[src/rtl/fir_seq_pkg.sv]
// Shared types for the FIR tap sequencer: FSM state encoding and tap-index width helper.
package fir_seq_pkg;

    typedef enum logic [2:0] {
        ST_IDLE,
        ST_CLEAR,
        ST_ACCUM,
        ST_CAPTURE,
        ST_OUT
    } state_e;

    // Width of a tap index / coefficient address for a filter of n taps.
    function automatic int unsigned tap_w(input int unsigned n);
        return (n > 1) ? $clog2(n) : 1;
    endfunction

endpackage

[src/rtl/fir_delay_line.sv]
// Circular sample store: write at the head pointer, read by tap offset (tap 0 = newest sample).
module fir_delay_line
    import fir_seq_pkg::*;
#(
    parameter int WIDTH = 16,
    parameter int NTAPS = 8,
    localparam int TW = tap_w(NTAPS)
) (
    input  logic                    clk,
    input  logic                    rst_n,
    input  logic                    wr_en,
    input  logic signed [WIDTH-1:0] wr_data,
    input  logic [TW-1:0]           rd_tap,
    output logic signed [WIDTH-1:0] rd_data
);

    logic signed [WIDTH-1:0] mem_q [NTAPS];
    logic signed [WIDTH-1:0] mem_d [NTAPS];
    logic [TW-1:0]           head_q, head_d;
    logic [TW:0]             rd_sum;
    logic [TW-1:0]           rd_idx;

    always_comb begin
        mem_d  = mem_q;
        head_d = head_q;
        if (wr_en) begin
            mem_d[head_q] = wr_data;
            head_d = (head_q == TW'(NTAPS - 1)) ? '0 : head_q + 1'b1;
        end
    end

    // Newest sample sits at head-1; tap k is k slots further back, modulo NTAPS.
    assign rd_sum  = {1'b0, head_q} + (TW+1)'(NTAPS - 1) - {1'b0, rd_tap};
    assign rd_idx  = (rd_sum >= (TW+1)'(NTAPS)) ? TW'(rd_sum - (TW+1)'(NTAPS)) : TW'(rd_sum);
    assign rd_data = mem_q[rd_idx];

    always_ff @(posedge clk or negedge rst_n) begin
        if (!rst_n) begin
            mem_q  <= '{default: '0};
            head_q <= '0;
        end else begin
            mem_q  <= mem_d;
            head_q <= head_d;
        end
    end

endmodule

[src/rtl/fir_tap_sequencer.sv]
// Sequences one sample per pass through an external MAC: clear, NTAPS taps, capture, present.
// Optional FIR_SEQ_STALL_CNT_EN adds a saturating input-stall counter output.
module fir_tap_sequencer
    import fir_seq_pkg::*;
#(
    parameter int WIDTH = 16,
    parameter int NTAPS = 8,
    localparam int TW = tap_w(NTAPS)
) (
    input  logic                    Clk_CI,
    input  logic                    Rst_RBI,
    input  logic signed [WIDTH-1:0] In_DI,
    input  logic                    InValid_SI,
    output logic                    InReady_SO,
    input  logic                    CoefWrEn_SI,
    input  logic [TW-1:0]           CoefAddr_SI,
    input  logic signed [WIDTH-1:0] Coef_DI,
    output logic                    MacClr_SO,
    output logic                    MacWrEn_SO,
    output logic signed [WIDTH-1:0] MacIn0_DO,
    output logic signed [WIDTH-1:0] MacIn1_DO,
    input  logic signed [WIDTH-1:0] MacOut_DI,
    output logic signed [WIDTH-1:0] Out_DO,
    output logic                    OutValid_SO,
    input  logic                    OutReady_SI
`ifdef FIR_SEQ_STALL_CNT_EN
    ,
    output logic [15:0]             StallCnt_DO
`endif
);

    state_e                  state_q, state_d;
    logic [TW-1:0]           tap_q, tap_d, tap_nxt, rd_tap;
    logic                    in_ready_q, in_ready_d;
    logic                    mac_clr_q, mac_clr_d, mac_wr_q, mac_wr_d;
    logic                    out_vld_q, out_vld_d;
    logic signed [WIDTH-1:0] in0_q, in0_d, in1_q, in1_d, out_q, out_d, rd_data;
    logic signed [WIDTH-1:0] coef_q [NTAPS];
    logic signed [WIDTH-1:0] coef_d [NTAPS];
    logic                    xfer;

    assign xfer    = (state_q == ST_IDLE) && in_ready_q && InValid_SI;
    assign tap_nxt = (tap_q == TW'(NTAPS - 1)) ? '0 : tap_q + 1'b1;
    // Operands are registered, so look up the tap that becomes current at the next edge.
    assign rd_tap  = (state_q == ST_ACCUM) ? tap_nxt : '0;

    fir_delay_line #(
        .WIDTH (WIDTH),
        .NTAPS (NTAPS)
    ) u_delay_line (
        .clk     (Clk_CI),
        .rst_n   (Rst_RBI),
        .wr_en   (xfer),
        .wr_data (In_DI),
        .rd_tap  (rd_tap),
        .rd_data (rd_data)
    );

    always_comb begin
        state_d    = state_q;
        tap_d      = tap_q;
        in_ready_d = in_ready_q;
        mac_clr_d  = 1'b0;
        mac_wr_d   = 1'b0;
        in0_d      = '0;
        in1_d      = '0;
        out_d      = out_q;
        out_vld_d  = out_vld_q;
        coef_d     = coef_q;
        case (state_q)
            ST_IDLE: begin
                in_ready_d = 1'b1;
                // Lands at the same edge as a transfer, so the sample sees the new value.
                if (CoefWrEn_SI && (32'(CoefAddr_SI) < NTAPS))
                    coef_d[CoefAddr_SI] = Coef_DI;
                if (xfer) begin
                    in_ready_d = 1'b0;
                    mac_clr_d  = 1'b1;
                    mac_wr_d   = 1'b1;
                    state_d    = ST_CLEAR;
                end
            end
            ST_CLEAR: begin
                state_d  = ST_ACCUM;
                tap_d    = '0;
                mac_wr_d = 1'b1;
                in0_d    = rd_data;
                in1_d    = coef_q[rd_tap];
            end
            ST_ACCUM: begin
                if (tap_q == TW'(NTAPS - 1)) begin
                    state_d = ST_CAPTURE;
                end else begin
                    tap_d    = tap_nxt;
                    mac_wr_d = 1'b1;
                    in0_d    = rd_data;
                    in1_d    = coef_q[rd_tap];
                end
            end
            ST_CAPTURE: begin
                state_d   = ST_OUT;
                out_d     = MacOut_DI;
                out_vld_d = 1'b1;
            end
            ST_OUT: begin
                if (OutReady_SI) begin
                    out_vld_d  = 1'b0;
                    in_ready_d = 1'b1;
                    state_d    = ST_IDLE;
                end
            end
            default: state_d = ST_IDLE;
        endcase
    end

    always_ff @(posedge Clk_CI or negedge Rst_RBI) begin
        if (!Rst_RBI) begin
            state_q    <= ST_IDLE;
            tap_q      <= '0;
            in_ready_q <= 1'b0;
            mac_clr_q  <= 1'b0;
            mac_wr_q   <= 1'b0;
            in0_q      <= '0;
            in1_q      <= '0;
            out_q      <= '0;
            out_vld_q  <= 1'b0;
            coef_q     <= '{default: '0};
        end else begin
            state_q    <= state_d;
            tap_q      <= tap_d;
            in_ready_q <= in_ready_d;
            mac_clr_q  <= mac_clr_d;
            mac_wr_q   <= mac_wr_d;
            in0_q      <= in0_d;
            in1_q      <= in1_d;
            out_q      <= out_d;
            out_vld_q  <= out_vld_d;
            coef_q     <= coef_d;
        end
    end

    assign InReady_SO  = in_ready_q;
    assign MacClr_SO   = mac_clr_q;
    assign MacWrEn_SO  = mac_wr_q;
    assign MacIn0_DO   = in0_q;
    assign MacIn1_DO   = in1_q;
    assign Out_DO      = out_q;
    assign OutValid_SO = out_vld_q;

`ifdef FIR_SEQ_STALL_CNT_EN
    logic [15:0] stall_q, stall_d;

    always_comb begin
        stall_d = stall_q;
        if (InValid_SI && !in_ready_q && (stall_q != 16'hFFFF))
            stall_d = stall_q + 16'd1;
    end

    always_ff @(posedge Clk_CI or negedge Rst_RBI) begin
        if (!Rst_RBI) stall_q <= '0;
        else          stall_q <= stall_d;
    end

    assign StallCnt_DO = stall_q;
`endif

endmodule

[config.mk]
export PLATFORM = sky130hd
export DESIGN_NAME = fir_tap_sequencer
export DESIGN_NICKNAME = d
export VERILOG_FILES = /design/src/rtl/fir_seq_pkg.sv /design/src/rtl/fir_delay_line.sv /design/src/rtl/fir_tap_sequencer.sv
export SDC_FILE = /design/constraint.sdc
export NUM_CORES = 1
export LEC_CHECK = 0
export BUFFER_PORTS_ARGS = -buffer_cell sky130_fd_sc_hd__buf_4
export CORE_MARGIN = 2
export CORE_UTILIZATION = 50
export DETAILED_ROUTE_END_ITERATION = 12
export GPL_TIMING_DRIVEN = 1
export PLACE_DENSITY = 0.74
export SYNTH_ARGS = -nofsm -noshare
export SYNTH_HDL_FRONTEND = slang
export SYNTH_SLANG_ARGS = --single-unit
[constraint.sdc]
create_clock -name Clk_CI -period 5 [get_ports Clk_CI]
set_clock_uncertainty 0.1 [all_clocks]
set_input_delay 1 -clock Clk_CI [delete_from_list [all_inputs] [get_ports Clk_CI]]
set_output_delay 1 -clock Clk_CI [all_outputs]
set_load 0.05 [all_outputs]
## Yosys cells after proc, flatten, opt, wreduce, memory -nomap -nowiden

Cells that the tools add are included.

| cells by class | value |
|---|---|
| $lt $le $gt $ge | 7 |
| multiplexer cells | 35 |
| eq/ne operators | 10 |
| reduce and logical (&&, ||, !) cells | 13 |
| $add $sub $neg | 5 |
| bitwise operators | 4 |

Operators with widths:

| kind | number |
|---|---|
| bitwise mux 128 bit | 2 |
| 2-to-1 mux 16 bit | 8 |
| binary-select mux 16 bit (select 3 bit) | 2 |
| demux 16 bit (select 3 bit) | 2 |
| one-hot mux 16 bit (2 select lines) | 2 |
| 2-to-1 mux 3 bit | 8 |
| >= comparator 4 bit, second input constant | 5 |
| inverter 3 -> 4 bit | 4 |
| one-hot mux 3 bit (5 select lines) | 1 |
| equality test 3 bit, second input constant | 3 |
| < comparator 4 x 1 -> 1 bit, second input constant | 2 |
| AND reduction 2 bit | 4 |
| adder 3 x 1 -> 3 bit, second input constant | 2 |
| equality test 3 x 2 -> 1 bit, second input constant | 2 |
| 2-to-1 mux 1 bit | 6 |
| one-hot mux 3 bit (2 select lines) | 1 |
| nonzero test 2 bit | 3 |
| adder 3 x 3 -> 4 bit, second input constant | 1 |
| logical AND 1 bit | 4 |
| != test 2 x 1 -> 1 bit, second input constant | 2 |
| != test 2 bit, second input constant | 2 |
| one-hot mux 1 bit (2 select lines) | 2 |
| subtractor 4 x 3 -> 4 bit | 1 |
| equality test 3 x 1 -> 1 bit, second input constant | 1 |
| other kinds (4) | 4 |

| storage, ports and cells | value |
|---|---|
| register bits after elaboration | 317 |
| output and inout port bits | 52 |
| word-level logic and storage cells | 100 |
| bits of input ports | 56 |

## Longest topological paths before layout

Gate-level depths: netlist of run 1.

| logic depth | value |
|---|---|
| depth in word-level cells | 12 |
| gate-level depth with buffers | 14 |
| depth with buffers taken out | 11 |

## By module

From an unflattened synthesis of run 1, not the netlist that was laid out.

| unflattened totals | value |
|---|---|
| cells, all modules | 878 |
| area, all modules | 13964.6 um^2 |

By module, submodules not included:

| module | seq. area each (um^2) | cells each | times used | area an instance (um^2) |
|---|---|---|---|---|
| fir_tap_sequencer | 4654.5 | 529 | 1 | 7918.8 |
| fir_delay_line | 3278.1 | 349 | 1 | 6045.8 |

## Least setup slack after synthesis of run 1

No wires, ideal clock.

| timing path | value |
|---|---|
| kind | register to register |
| start | register tap_q[0] |
| end | register in0_q[12] (netlist: MacIn0_DO[12]) |
| arrival | 3.661 ns |
| buffers on the path | 4 |
| setup time | 0.132 ns |
| path slack | 1.108 ns |
| stages on the path, launching flop included | 13 |
| period minus slack after synthesis | 3.892 ns |
| data required time | 4.768 ns |
| cells stage by stage | dfrtp_1 -> ha_1 -> ha_1 -> nor4b_1 -> clkbuf_1 -> clkbuf_1 -> nand2_1 -> ha_1 -> clkbuf_1 -> clkbuf_1 -> mux4_2 -> mux2i_1 -> nor2_1 |

| on the way | value |
|---|---|
| longest elaborated chain between the ends | 12 |
| elaborated cells between the ends (all ways) | 14 |
| those cells by class | add/sub (3); order compare (1); eq/ne (1); mux (8); bitwise (1) |

Ends and longest elaborated chain:

| element | RTL line | RTL |
|---|---|---|
| start: declaration | fir_tap_sequencer.sv:33 | `logic [TW-1:0] tap_q, tap_d, tap_nxt, rd_tap;` |
| start signal: assignment | fir_tap_sequencer.sv:130 | `tap_q <= tap_d;` |
| adder 3 x 1 -> 3 bit / equality test 3 bit (equally long branches) | fir_tap_sequencer.sv:43, fir_tap_sequencer.sv:91 |  |
| 2-to-1 mux 3 bit | fir_tap_sequencer.sv:43 | `assign tap_nxt = (tap_q == TW'(NTAPS - 1)) ? '0 : tap_q + 1'b1;` |
| 2-to-1 mux 3 bit | fir_tap_sequencer.sv:45 | `assign rd_tap = (state_q == ST_ACCUM) ? tap_nxt : '0;` |
| subtractor 4 x 3 -> 4 bit | fir_delay_line.sv:33 | `assign rd_sum = {1'b0, head_q} + (TW+1)'(NTAPS - 1) - {1'b0, rd_tap};` |
| >= comparator 4 bit / subtractor 3 x 1 -> 3 bit (equally long branches) | fir_delay_line.sv:34 | `assign rd_idx = (rd_sum >= (TW+1)'(NTAPS)) ? TW'(rd_sum - (TW+1)'(NTAPS)) : TW'(rd_sum);` |
| 2-to-1 mux 3 bit | fir_delay_line.sv:34 |  |
| inverter 3 -> 4 bit (implied by the code) | fir_delay_line.sv:35 | `assign rd_data = mem_q[rd_idx];` |
| binary-select mux 16 bit (select 3 bit) | fir_delay_line.sv:35 |  |
| 2-to-1 mux 16 bit (implied by the code) (2 in series) | fir_delay_line.sv:35 |  |
| 2-to-1 mux 16 bit | fir_tap_sequencer.sv:91 | `if (tap_q == TW'(NTAPS - 1)) begin` |
| one-hot mux 16 bit (2 select lines) (*) | fir_tap_sequencer.sv:70 | `case (state_q)` |
| named net in0_d[12] | fir_tap_sequencer.sv:37 | `logic signed [WIDTH-1:0] in0_q, in0_d, in1_q, in1_d, out_q, out_d, rd_data;` |
| end signal: assignment | fir_tap_sequencer.sv:134 | `in0_q <= in0_d;` |
| end: declaration | fir_tap_sequencer.sv:37 |  |

The timed path passes the listed nets; every way through them passes the cells marked *. The select of a mux whose other input is x is not followed.
A chain may end at the register's enable or synchronous reset.

## Final worst setup path of run 1

| timing path | value |
|---|---|
| start | register tap_q[0] |
| end | register in0_q[7] (netlist: MacIn0_DO[7]) |

The elaborated chain is that of the path after synthesis.

==> impl.org, run 1 <==
** Layout
- Net count, final :: between 1k and 1.5k
- Layout cells sized above 1 :: 44.89%
- After filler insertion, the fill cell instance count of the layout stands at approximately 2.2k.
- The finished cells cover roughly 16000 sq um.
- The number of antenna diodes in the final layout is 0.
- Area added between synthesis and finish :: 17.27%

** Critical path
- Worst Path Max Fanout :: 18
- At the worst endpoint, the required time is 5.23 ns.
- The worst setup path is launched from a register.
- Max stage delay cell, worst path :: sky130_fd_sc_hd__ha_2
- In this design, the largest share of critical-path delay is due to adder cells.
- The critical path goes through ha_1, ha_1, nor4b_2, nand2_1, ha_2, buf_4, mux4_2, mux2i_1, nor2_1.
- Worst path buffer plus inverter count :: 1
- The number of cells on the worst reg-to-reg path is 9.
- STA classifies the critical path endpoint as a register.
- The most critical setup path has its startpoint at tap_q[0]$_DFFE_PN0P_.
- For flop-to-flop paths, the worst setup slack is about 1.5 ns.
- For the worst setup path, the data arrival time is about 3.7 ns.
- Crit-path most repeated cell :: sky130_fd_sc_hd__ha_1
- Number of stages on the worst setup path :: 9
- Reg-to-reg critical path startpoint :: tap_q[0]$_DFFE_PN0P_
- Endpoint of the worst register-to-register path :: MacIn0_DO[7]$_DFF_PN0_
- The largest single stage delay on the critical path is a little under 0.8 ns.
- The worst setup path is of the register to register kind.

** Global route
- For this run, global-route usage on met2 was measured as 34.50%.
- Initial antenna violation count :: 0
- Met1 GRT Util :: 29.30%
- Global routing consumed, on the met3 layer, 3.747% of the routing resources.
- Number of global-route vias before repair :: approximately 9k
- Entering global routing, the biggest net connects between 100 and 150 pins.
- Wire length of the first global-routing pass :: slightly below 50000 microns
- Overall track demand over capacity in global routing :: approximately a fifth
- met2 is the most crowded layer.
- The total overflow left after global routing is 0.

** Synth
- Synth area leader :: sky130_fd_sc_hd__dfrtp_1
- Post-Syn Nets :: between 1k and 1.5k
- Post-synthesis register bit count :: 317
- Most common flop cell mapped by yosys :: sky130_fd_sc_hd__dfrtp_1
- Summed over its instances, the top area cell type makes up between 50% and 60% of the synthesized netlist area.
- Summing the sequential cell areas from Yosys gives a little under three fifths of the chip area.
- The mapped netlist covers roughly 14000 sq um.
- Number of distinct library cell variants in the gate-level netlist after synthesis :: 51
- During synthesis, Yosys emitted a total of 0 warnings.
- The cell count after synthesis came out at slightly above 1k.
- The synthesized design contains 0 enable-type register cells.
- By area the synthesized netlist is led by sky130_fd_sc_hd__dfrtp_1 (57%), sky130_fd_sc_hd__mux2_2 (21%), sky130_fd_sc_hd__mux4_2 (5.2%).
- Mean area per synthesized cell :: approximately 14 sq um
- FFs w/ async S/R, synth :: between 90% and 100%

** Hold path
- Counting instances, the worst hold path has a depth of 1.
- In this run the most critical hold path is launched from tap_q[1]$_DFFE_PN0P_.
- End point of the worst hold path :: tap_q[1]$_DFFE_PN0P_
- The tightest min-delay check is of the register to register type.

** Drt
- Once detail routing completed, the nets flagged for antenna violations numbered 0.
- Number of DRC markers in iteration 0 :: around 660
- Vias per Instance :: 5.757
- Total vias in the final route :: roughly 8.7k
- The first TritonRoute pass finished after 5 iterations.
- DR DRC count :: 0
- Drt wl/cell :: approximately 20 microns
- Total routed wirelength :: about 31000 microns

** Pwr
- Combinational share of power :: between 40% and 50%
- Power per unit of standard cell area :: slightly above 700 nW/um^2
- The internal portion of the total power is around 7700 uW.
- Registers are responsible for between 30% and 40% of the overall power.
- Peak supply drop :: 0.4543 mV
- Relative contribution of the clock network to total power :: a little under a quarter
- Leakage power figure :: about 0.0073 uW
- Switching power :: roughly 4100 uW
- Net switching is 34.84% of the power.

** STA
- Final Hold Vio Count :: 0
- The number of max-slew violations in the final report is 0.
- Headroom to the max-slew limit came out at between 20 and 30%.
- Transition time of the tightest slew-check pin :: around 1.1 ns
- The final critical path takes up between 60% and 70% of the cycle.
- Total of endpoints with negative setup slack in the final report :: 0
- Setup repair after global routing missed its margin :: false
- In the final timing run, aggregate negative setup slack is 0 ns.
- Final worst path period need :: approximately 3.5 ns
- Maximum achievable frequency :: 287.4 MHz

** Floorplanning
- The die covers 29290 sq um.
- Core Footprint :: between 20000 and 30000 sq um
- The initialized floorplan defines ~60 standard-cell rows.
- I/O pin cnt :: between 100 and 150
- For this configuration, the core starts out at a cell density of between 50 and 60%.
- Vertical extent of the die :: ~170 microns
- Width of the chip :: around 170 microns

** Placement
- Once detailed placement completed, the half-perimeter wirelength came to approximately 17000 microns.
- Routability-driven placement finished with a final weighted congestion of between 0.7 and 0.8.
- The placed instances occupy a cell area of around 15000 sq um.
- IO buf count :: between 100 and 150

** Status
- The flow ran to the end, and the final reports show no timing, DRC or antenna violations.

** CTS
- CTS Buf Count :: 36
- After clock tree synthesis, the clock-pin slew on the worst setup and hold paths is 0.06 ns.
- The cell sitting at the root of the clock tree is a sky130_fd_sc_hd__clkbuf_16.
- Worst skew pair latency :: 0.52 ns
- Number of buffers inserted for hold repair after clock tree synthesis :: 0
- Gates resized during post-CTS repair numbered 0.
- Count of H-tree levels built during CTS :: 2
- In this run the deepest clock path goes through 3 buffers.
- Clock tree from TritonCTS :: built
- Number of clock sinks :: around 320
- After clock tree synthesis, the setup repair step added 0 buffers.

** Run
- Max cap viols :: 0
[flip-flops by register name, summed over array words and instances (netlist names)]
signal	count
InReady_SO	1
MacIn0_DO	16
MacClr_SO	1
u_delay_line.mem_q	128
MacIn1_DO	16
Out_DO	16
MacWrEn_SO	1
u_delay_line.head_q	3
tap_q	3
coef_q	128
OutValid_SO	1
state_q	3
[area by class of cell]
cell class                 count  area (sq um)  share of cell area, %
clock buffer                  54          1130                  6.898
clock inverter                10         138.9                 0.8480
inverter                       6         22.52                 0.1375
multi-input combinational    620          5708                  34.85
sequential                   317          7933                  48.43
tap                          378         473.0                  2.888
timing repair buffer         127         973.4                  5.943
[layer usage]
layer  vias to the layer above  wire length, microns
li1                       3899                     -
met1                      4518                 13620
met2                       234                 14850
met3                        53                  1547
met4                         0                   707
met5                         -                     0
[worst max path at each step]
| stage | slack [ns] | endpoint |
|---|---|---|
| final | 1.52 | MacIn0_DO[7]$_DFF_PN0_ |
| after global routing | 1.25 | MacIn0_DO[5]$_DFF_PN0_ |
| after CTS | 1.48 | MacIn0_DO[7]$_DFF_PN0_ |
| after detailed placement | 1.46 | u_delay_line.mem_q[59]$_DFFE_PN0P_ |
| after global placement | 1.48 | u_delay_line.mem_q[56]$_DFFE_PN0P_ |
| after floorplan | 1.11 | MacIn0_DO[12]$_DFF_PN0_ |
[worst reg2reg max path: stages, from the launching register on]
cell	delay (ns)
sky130_fd_sc_hd__dfrtp_1	0.38
sky130_fd_sc_hd__ha_1	0.20
sky130_fd_sc_hd__ha_1	0.25
sky130_fd_sc_hd__nor4b_2	0.35
sky130_fd_sc_hd__nand2_1	0.18
sky130_fd_sc_hd__ha_2	0.79
sky130_fd_sc_hd__buf_4	0.32
sky130_fd_sc_hd__mux4_2	0.52
sky130_fd_sc_hd__mux2i_1	0.14
sky130_fd_sc_hd__nor2_1	0.08
[kinds of logic after synthesis]
logic type,Yosys count,synth area share [%]
adders and majority gates,6,0.5913
DFF,317,56.80
buffers and inverters,78,2.446
xor gates and xnor gates,2,0.1254
and+or+nand+nor,149,6.146
AOI/OAI and AO/OA,142,5.313
muxes,321,28.58
[synthesized netlist by cell type, types with 2 or more instances]
cell	instances
sky130_fd_sc_hd__inv_2	2
sky130_fd_sc_hd__nor3b_2	2
sky130_fd_sc_hd__or3_1	2
sky130_fd_sc_hd__nand3b_1	4
sky130_fd_sc_hd__inv_1	4
sky130_fd_sc_hd__nand2b_1	4
sky130_fd_sc_hd__and3_1	2
sky130_fd_sc_hd__a21o_1	3
sky130_fd_sc_hd__dfrtp_1	317
sky130_fd_sc_hd__buf_4	2
sky130_fd_sc_hd__mux2_2	262
sky130_fd_sc_hd__buf_1	4
sky130_fd_sc_hd__o21ai_0	66
sky130_fd_sc_hd__a21oi_1	65
sky130_fd_sc_hd__ha_1	5
sky130_fd_sc_hd__or4_1	16
sky130_fd_sc_hd__buf_2	12
sky130_fd_sc_hd__mux2_4	10
sky130_fd_sc_hd__buf_6	2
sky130_fd_sc_hd__nor3_2	3
sky130_fd_sc_hd__a211oi_1	2
sky130_fd_sc_hd__clkbuf_1	51
sky130_fd_sc_hd__nand3_1	64
sky130_fd_sc_hd__mux4_2	32
sky130_fd_sc_hd__mux2i_1	17
sky130_fd_sc_hd__nor2_1	24
sky130_fd_sc_hd__nor4b_1	2
sky130_fd_sc_hd__nand2_1	13
[power by group through the flow]
| stage | registers, uW | clock network [uW] | logic (uW) |
|---|---|---|---|
| CTS | 4390 | 2760 | 4800 |
| global route | 4540 | 2870 | 5110 |
| floorplan | 4660 | 0 | 3300 |
| detailed placement | 4410 | 0 | 4760 |
| finish | 4390 | 2710 | 4760 |
| global placement | 4370 | 0 | 4660 |
[placed cells by master (no fill, tap or decap), types with 2 or more instances in the layout]
| cell type | instances |
|---|---|
| sky130_fd_sc_hd__a211oi_1 | 2 |
| sky130_fd_sc_hd__ha_1 | 4 |
| sky130_fd_sc_hd__o21ai_0 | 66 |
| sky130_fd_sc_hd__nand3b_1 | 4 |
| sky130_fd_sc_hd__nor2_1 | 24 |
| sky130_fd_sc_hd__bufinv_16 | 2 |
| sky130_fd_sc_hd__nand3_1 | 64 |
| sky130_fd_sc_hd__nor3_2 | 3 |
| sky130_fd_sc_hd__clkinv_2 | 5 |
| sky130_fd_sc_hd__clkbuf_8 | 14 |
| sky130_fd_sc_hd__mux2_2 | 262 |
| sky130_fd_sc_hd__or3_1 | 2 |
| sky130_fd_sc_hd__a21oi_1 | 65 |
| sky130_fd_sc_hd__clkbuf_16 | 37 |
| sky130_fd_sc_hd__nand2_1 | 13 |
| sky130_fd_sc_hd__inv_1 | 4 |
| sky130_fd_sc_hd__inv_2 | 2 |
| sky130_fd_sc_hd__a21o_1 | 3 |
| sky130_fd_sc_hd__or4_1 | 16 |
| sky130_fd_sc_hd__and3_1 | 2 |
| sky130_fd_sc_hd__mux4_2 | 32 |
| sky130_fd_sc_hd__buf_4 | 125 |
| sky130_fd_sc_hd__dfrtp_1 | 317 |
| sky130_fd_sc_hd__nor3b_2 | 2 |
| sky130_fd_sc_hd__nand2b_1 | 4 |
| sky130_fd_sc_hd__mux2i_1 | 17 |
| sky130_fd_sc_hd__clkbuf_1 | 3 |
| sky130_fd_sc_hd__mux2_4 | 10 |
[metrics by stage]
step	hold slack [ns]	utilization [%]	instances	worst slack (ns)	power [uW]
3_3_place_gp	0.3629	54.69	1448	1.485	9033
3_5_place_dp	0.3834	54.69	1448	1.455	9179
2_1_floorplan	0.3539	-	1015	1.108	7956
4_1_cts	0.3964	59.28	1512	1.480	11950
6_report	0.3898	59.28	1512	1.521	11860
5_1_grt	0.4049	59.28	1512	1.250	12520
No activity file was read; power rests on OpenSTA's default activity.
==> run 2, diff against run 1 <==
PLACE_DENSITY = 0.77   (was 0.74)
clock period = 2.9 ns   (was 5 ns; I/O delays follow)
==> run 2 against run 1 <==
Against the previous run: the flow now finishes with violations (negative setup slack); combinational power up 91%; register-to-register slack worse by 1.5 ns; wire length up 1.6%; design area up 2.1%; critical endpoint is now MacIn0_DO[6]$_DFF_PN0_; hold slack worse by 0.19 ns; worst setup slack worse by 1.5 ns; non-clock buffer count up 30; fmax up 20%; largest cell class unchanged; clock-buffer cell count down 3; sequential power up 71%; utilization up 1.2 points.
==> impl.org, run 2 (synthesis gave the netlist of run 1 again) <==
** Placement
- Detailed placement finished with a half-perimeter wire length of roughly 18000 microns.
- IO buf count :: between 100 and 150
- Cell area after placement :: about 16000 sq um
- Routability Congestion :: ~0.81
- Counting tap cells, the placed design contains a total of 1471 instances.

** STA
- The final number of hold-violating endpoints was 0.
- Final max-slew violation count :: 0
- Once routing completed, OpenROAD measured the worst setup slack at -0.009004 ns.
- The smallest clock period supported by the final layout is computed as between 2 and 3 ns.
- Transition time of the tightest slew-check pin :: between 0.9 and 1 ns
- Total of endpoints with negative setup slack in the final report :: 3
- Setup repair after global routing could not meet its margin everywhere.
- Share of the cycle needed by the critical path after routing :: 100.3%
- Headroom to the max-slew limit came out at roughly 39%.
- Derived from the worst setup path, the maximum achievable clock frequency is 343.8 MHz.

** Hold path
- The tightest min-delay check is of the input pin to register type.

** Drt
- Number of routed nets with antenna violations :: 0
- Vias per Instance :: between 5 and 6
- DR DRC count :: 0
- Number of iterations in the first detailed-routing pass :: 4
- For this block, the initial DRC count from the detailed router was between 400 and 500.
- Summed over all layers, the routed wires come to roughly 31000 microns.
- Total vias in the final route :: approximately 9k
- Drt wl/cell :: slightly above 20 microns

** Layout
- Most frequent standard cell in the layout excluding fill and tap cells :: sky130_fd_sc_hd__dfrtp_1
- Largest registers :: coef_q: 128 flops, u_delay_line.mem_q: 128 flops
- The repair_antennas step left the layout with diodes totalling 0.
- In the layout the commonest cells are sky130_fd_sc_hd__dfrtp_1 (317), sky130_fd_sc_hd__mux2_2 (262), sky130_fd_sc_hd__buf_4 (138), sky130_fd_sc_hd__o21ai_0 (66), sky130_fd_sc_hd__a21oi_1 (65).
- Number of standard cells in the layout, taps in and fillers out :: between 1.5k and 2k
- The layout has 2131 filler cells.
- The post-route netlist has 46.16% of its cells at a drive strength greater than 1.
- Compared with the post-synthesis result, the final layout area differs by 19.69%.
- Once layout is complete, the utilization of the core stands at about three fifths.
- Net count, final :: 1198
- Post-Layout Inst Area :: 16720 sq um

** Critical path
- Kind of critical path :: register to register
- Launching element type of the critical path :: register
- The worst setup path is captured at a register.
- In this run the worst path has a maximum fanout of 16.
- Data on the critical path is required at its endpoint by 3.15 ns.
- For the worst setup path, the data arrival time is 3.16 ns.

** Global route
- Leftover overflow at the end of global routing :: 0
- Largest net degree at the start of global routing :: between 70 and 80
- In the global route stage, met1 resource usage came out at between 20 and 30%.
- The initial antenna violation count was 1.
- Global routing consumed, on the met3 layer, under 10% of the routing resources.
- Overall track demand over capacity in global routing :: around 22%
- Layer with the highest usage after global routing :: met2
- Number of global-route vias before repair :: ~9.2k
- Met2 Usage GRT :: between 30% and 40%
- The first global-routing pass estimated between 40000 and 50000 microns of wire.

** CTS
- Count of H-tree levels built during CTS :: 2
- After clock tree synthesis, the clock-pin slew on the worst setup and hold paths is 0.06 ns.
- Number of clock sinks :: between 300 and 400
- CTS Buf Count :: 34
- The clock passes through at most 3 buffers.
- The root buffer cell chosen for the clock tree is sky130_fd_sc_hd__clkbuf_16.
- Clock tree from TritonCTS :: built
- Worst skew pair latency :: slightly above 0.5 ns

** Floorplanning
- I/O pin cnt :: roughly 110
- Number of rows in the core area :: a little over 60
- Width of the chip :: about 170 microns
- Measured along the y axis, the die boundary spans roughly 170 microns.
- The floorplan step defined a core boundary enclosing 27630 sq um.
- Initial core utilization :: 50.55%
- The floorplan step defined a die boundary enclosing between 20000 and 30000 sq um.

** Pwr
- In this run the static leakage power is 0.007476 uW.
- Power per unit of standard cell area :: 1248 nW/um^2
- Across the VDD grid, the largest voltage drop is a little under 0.7 mV.

** Status
- Status :: complete, but fails checks
- Violated checks :: negative setup slack

** Run
- Max-cap violations in this run came to 0.
==> run 2: layout make-up <==
type / count / area [sq um] / area share, %
well taps: 378 / 473.0 / 2.829
clock inverters: 8 / 93.84 / 0.5614
flip-flops and latches: 317 / 7933 / 47.46
multi-input cells: 620 / 5777 / 34.56
clock buffers: 51 / 1006 / 6.018
inverters: 6 / 22.52 / 0.1347
repair buffers: 157 / 1411 / 8.443
==> run 2: worst paths after layout <==
check	slack, ns	endpoint	start	depth (start not counted)
setup / recovery	-0.009	MacIn0_DO[6]$_DFF_PN0_	tap_q[0]$_DFFE_PN0P_	11
hold / removal	0.20	Out_DO[4]$_DFFE_PN0P_	MacOut_DI[4]	2
setup reg to reg	-0.009	MacIn0_DO[6]$_DFF_PN0_	tap_q[0]$_DFFE_PN0P_	11
hold reg to reg	0.40	u_delay_line.mem_q[60]$_DFFE_PN0P_	u_delay_line.mem_q[60]$_DFFE_PN0P_	1
max in group asynchronous	1.33	u_delay_line.mem_q[88]$_DFFE_PN0P_	Rst_RBI	3
min in group asynchronous	0.53	coef_q[103]$_DFFE_PN0P_	Rst_RBI	2
==> run 2: stage by stage <==
stage	hold slack, ns	setup TNS (ns)	total power, uW	worst slack [ns]
3_5_place_dp	0.3887	-2.806	16170	-0.2059
5_1_grt	0.1966	-1.138	22000	-0.1078
2_1_floorplan	0.1844	-1.300	14140	-0.08214
4_1_cts	0.1900	0	20620	0.001111
3_3_place_gp	0.3811	-1.904	15840	-0.1260
6_report	0.2031	-0.01759	20870	-0.009004
==> run 2: where the power goes <==
part	leakage [uW]	switching, uW	internal (uW)
clock network	0.000545	1700	2570
registers	0.00395	1040	6480
logic	0.00298	4560	4520
==> run 2: routing by layer <==
metal	wire length (microns)	vias up
met5	13	-
li1	-	3966
met3	1433	56
met4	770	2
met2	15510	214
met1	13480	4661
==> run 2: worst max-delay path, stage by stage, from the launching register on <==
cell	delay (ns)
sky130_fd_sc_hd__dfrtp_1	0.38
sky130_fd_sc_hd__ha_2	0.20
sky130_fd_sc_hd__ha_4	0.17
sky130_fd_sc_hd__nor4b_4	0.29
sky130_fd_sc_hd__nand2_2	0.12
sky130_fd_sc_hd__ha_4	0.17
sky130_fd_sc_hd__inv_2	0.05
sky130_fd_sc_hd__fa_2	0.53
sky130_fd_sc_hd__clkbuf_16	0.24
sky130_fd_sc_hd__mux4_2	0.29
sky130_fd_sc_hd__mux2i_1	0.14
sky130_fd_sc_hd__nor2_1	0.06
==> run 2: timing repair <==
action | in CTS | in global routing
gates cloned | 0 | 2
endpoints found under the setup margin | 16 | 17
setup buffers | 2 | 2
endpoints found under the hold margin | 68 | 0
pin swaps | 1 | 6
resized for setup | 0 | 2
hold buffers | 1 | 0
==> run 3, diff against run 2 <==
BUFFER_PORTS_ARGS = -buffer_cell sky130_fd_sc_hd__buf_2   (was -buffer_cell sky130_fd_sc_hd__buf_4)
==> run 3 against run 2 <==
Against the previous run: first-iteration DRC count grew 38%; power decreased by 1.2%; global-route usage is 0.35 points higher; critical path type unchanged; design area fell by 1.3%; the flow still finishes with violations (negative setup slack); largest cell class unchanged; clock-buffer cell count is 1 higher; hold slack better by 0.0011 ns; fmax is 0.12% higher; die area is the same.
==> impl.org, run 3 (synthesis gave the netlist of run 1 again) <==
** Hold path
- The worst hold path passes through 2 cells.
- Worst min-delay path startpoint :: MacOut_DI[3]
- End point of the worst hold path :: Out_DO[3]$_DFFE_PN0P_
- Kind of path behind the tightest hold check :: input pin to register

** Critical path
- The worst register-to-register path begins at tap_q[1]$_DFFE_PN0P_.
- Worst Path Required :: between 3 and 4 ns
- Cell class contributing the biggest share of worst-path delay :: adder cells
- Worst Path Max Fanout :: 32
- Number of cell instances on the worst register-to-register path :: 9
- Worst path buffer plus inverter count :: 1
- In this run the register-to-register setup slack is -0.006 ns.
- Kind of critical path :: register to register
- Endpoint of the worst register-to-register path :: MacIn0_DO[1]$_DFF_PN0_
- Max stage delay cell, worst path :: sky130_fd_sc_hd__or4b_4
- On the worst path, the slowest cell contributes a delay of roughly 0.52 ns.
- Worst setup EP type :: register
- Launching element type of the critical path :: register
- Arrival @ worst endpoint :: around 3.2 ns
- The critical path goes through ha_2, ha_4, or4b_4, nor2_4, fa_2, buf_12, mux4_2, mux2i_1, nor2_1.

** Drt
- Total vias in the final route :: 8868
- The detailed router put a total of ~13000 microns of wire on met1.
- The count of nets left with antenna violations once routing finished came out at 0.
- Total routed wirelength :: ~31000 microns
- Metal2 WL :: approximately 16000 microns
- Number of iterations in the first detailed-routing pass :: 4
- Vias per Instance :: a little under 6
- Number of DRC markers in iteration 0 :: between 600 and 700
- DR DRC count :: 0
- Routed met3 length :: between 1500 and 2000 microns
- After detailed routing, the average wire length per cell comes to 20.35 microns.
- Top metal layer carrying routed signals :: met5

** Pwr
- Power share of the sequential group :: between 30 and 40%
- Combinational share of power :: between 40% and 50%
- Peak supply drop :: 0.9226 mV
- Summed over all nets, the switching power comes to 7193 uW.
- Power per unit of standard cell area :: ~1200 nW/um^2
- Relative contribution of the clock network to total power :: 21.4%
- Leakage power figure :: ~0.0074 uW
- Switching power share of the total :: a little over a third
- Pint :: ~13000 uW

** Floorplanning
- Full die area :: ~29000 sq um
- Width of the chip :: between 150 and 200 microns
- The floorplan has between 60 and 70 rows.
- During I/O placement, the number of pins put on the boundary was 108.
- Once the floorplan was initialized, standard cells occupied roughly 51% of the core.
- The floorplan step defined a core boundary enclosing ~28000 sq um.
- Vertical extent of the die :: roughly 170 microns

** Placement
- In this run, placement finished with an instance count of 1474.
- Dpl hpwl :: roughly 18000 microns
- Input and output buffers added on the ports amount to 107.
- The congestion estimate from routability-driven global placement came to slightly below 0.8.

** Layout
- Number of standard cells in the layout, taps in and fillers out :: between 1.5k and 2k
- Layout cells sized above 1 :: between 40% and 50%
- Leaving out fill and tap cells, the most frequent cell in the layout is sky130_fd_sc_hd__dfrtp_1.
- Net count, final :: 1198
- Largest registers :: coef_q: 128 flops, u_delay_line.mem_q: 128 flops
- The area growth from synthesis to layout is 18.18%.
- Most used cells in the layout excluding fill and tap cells :: sky130_fd_sc_hd__dfrtp_1 (317), sky130_fd_sc_hd__mux2_2 (262), sky130_fd_sc_hd__buf_2 (106), sky130_fd_sc_hd__o21ai_0 (66), sky130_fd_sc_hd__a21oi_1 (65)
- Cells fill approximately three fifths of the core in the end.

** STA
- Final max-slew violation count :: 0
- Headroom to the max-slew limit came out at roughly two fifths.
- Of the available clock period, the critical path in the final layout requires 100.2%.
- Setup violations remaining at the end of the flow were counted as 1.
- The final number of hold-violating endpoints is 0.
- At the pin with the least slew margin, the transition time is ~0.90 ns.
- Least setup slack across all paths after layout :: -0.005614 ns
- The worst path in the final design needs a cycle of around 2.9 ns, including I/O delays and setup.
- Hold is met by 0.2042 ns.
- Setup total negative slack on the finished layout was measured at -0.005614 ns.
- Maximum achievable frequency :: roughly 340 MHz
- Setup repair after global routing missed its margin :: true

** CTS
- The tree is rooted in a sky130_fd_sc_hd__clkbuf_16.
- TritonCTS built the clock tree.
- Clock-pin slew was measured on the worst setup and hold paths at roughly 0.06 ns.
- The later pin in the worst-skew pair is clocked with a latency of 0.51 ns.
- The number of clock buffers added by TritonCTS is 34.
- The H-tree was split into 2 levels.
- Buffer depth of the longest clock path :: 3
- Counting every sink on the clock net gives about 320.

** Status
- Violated checks :: negative setup slack
- Status :: complete, but fails checks

** Global route
- The first global-routing pass estimated 50360 microns of wire.
- The initial antenna violation count is 3.
- The number of global-route vias before repair was approximately 9.3k.
- Entering global routing, the biggest net connects 77 pins.
- Global routing finished with a remaining overflow of 0.
- For this run, the total global-route usage over all layers was measured as about 22%.

** Run
- Max cap viols :: 0
==> run 3: power by group through the flow <==
stage               combinational, uW  clock, uW  sequential, uW
global placement                 8280          0            7450
floorplan                        6100          0            8040
finish                           8700       4410            7520
detailed placement               8540          0            7550
global route                     9360       4690            7760
CTS                              8730       4490            7510
==> run 3: cell type report <==
cell class / instances / area (sq um)
well taps: 378 / 473.0
inverters: 6 / 22.52
diodes: 2 / 5.005
clock inverters: 7 / 113.9
repair buffers: 157 / 1161
clock buffers: 52 / 1030
multi-input cells: 620 / 5767
flip-flops and latches: 317 / 7933
fillers: 2158 / 11120
==> run 3: repair_timing <==
item	CTS	global route
hold buffers	1	0
buffers inserted	2	1
hold endpoints to repair	45	0
gates resized for setup	0	0
pin swaps	1	1
setup endpoints to repair	16	16
==> run 3: worst max path at each step <==
stage	from	to	slack, ns	cells after the start
global route	tap_q[1]$_DFFE_PN0P_	MacIn0_DO[15]$_DFF_PN0_	-0.12	9
finish	tap_q[1]$_DFFE_PN0P_	MacIn0_DO[1]$_DFF_PN0_	-0.006	9
CTS	tap_q[1]$_DFFE_PN0P_	MacIn0_DO[1]$_DFF_PN0_	-0.06	9
detailed placement	tap_q[1]$_DFFE_PN0P_	MacIn0_DO[5]$_DFF_PN0_	-0.19	9
floorplan	tap_q[1]$_DFFE_PN0P_	MacIn0_DO[0]$_DFF_PN0_	-0.08	11
global placement	tap_q[1]$_DFFE_PN0P_	MacIn0_DO[2]$_DFF_PN0_	-0.13	9
==> run 3: routing by layer <==
layer | vias to the layer above | GRT usage, %
met1 | 4608 | 28.77
met5 | - | 0
met3 | 67 | 3.794
met4 | 2 | 7.627
li1 | 3949 | -
met2 | 242 | 37.06
==> run 3: metrics by stage <==
step | total power, uW | setup slack (ns) | cell area (sq um)
2_1_floorplan | 14140 | -0.08214 | 14140
3_3_place_gp | 15720 | -0.1258 | 15310
3_5_place_dp | 16090 | -0.1865 | 15310
4_1_cts | 20730 | -0.06000 | 16490
5_1_grt | 21810 | -0.1232 | 16500
6_report | 20620 | -0.005614 | 16500
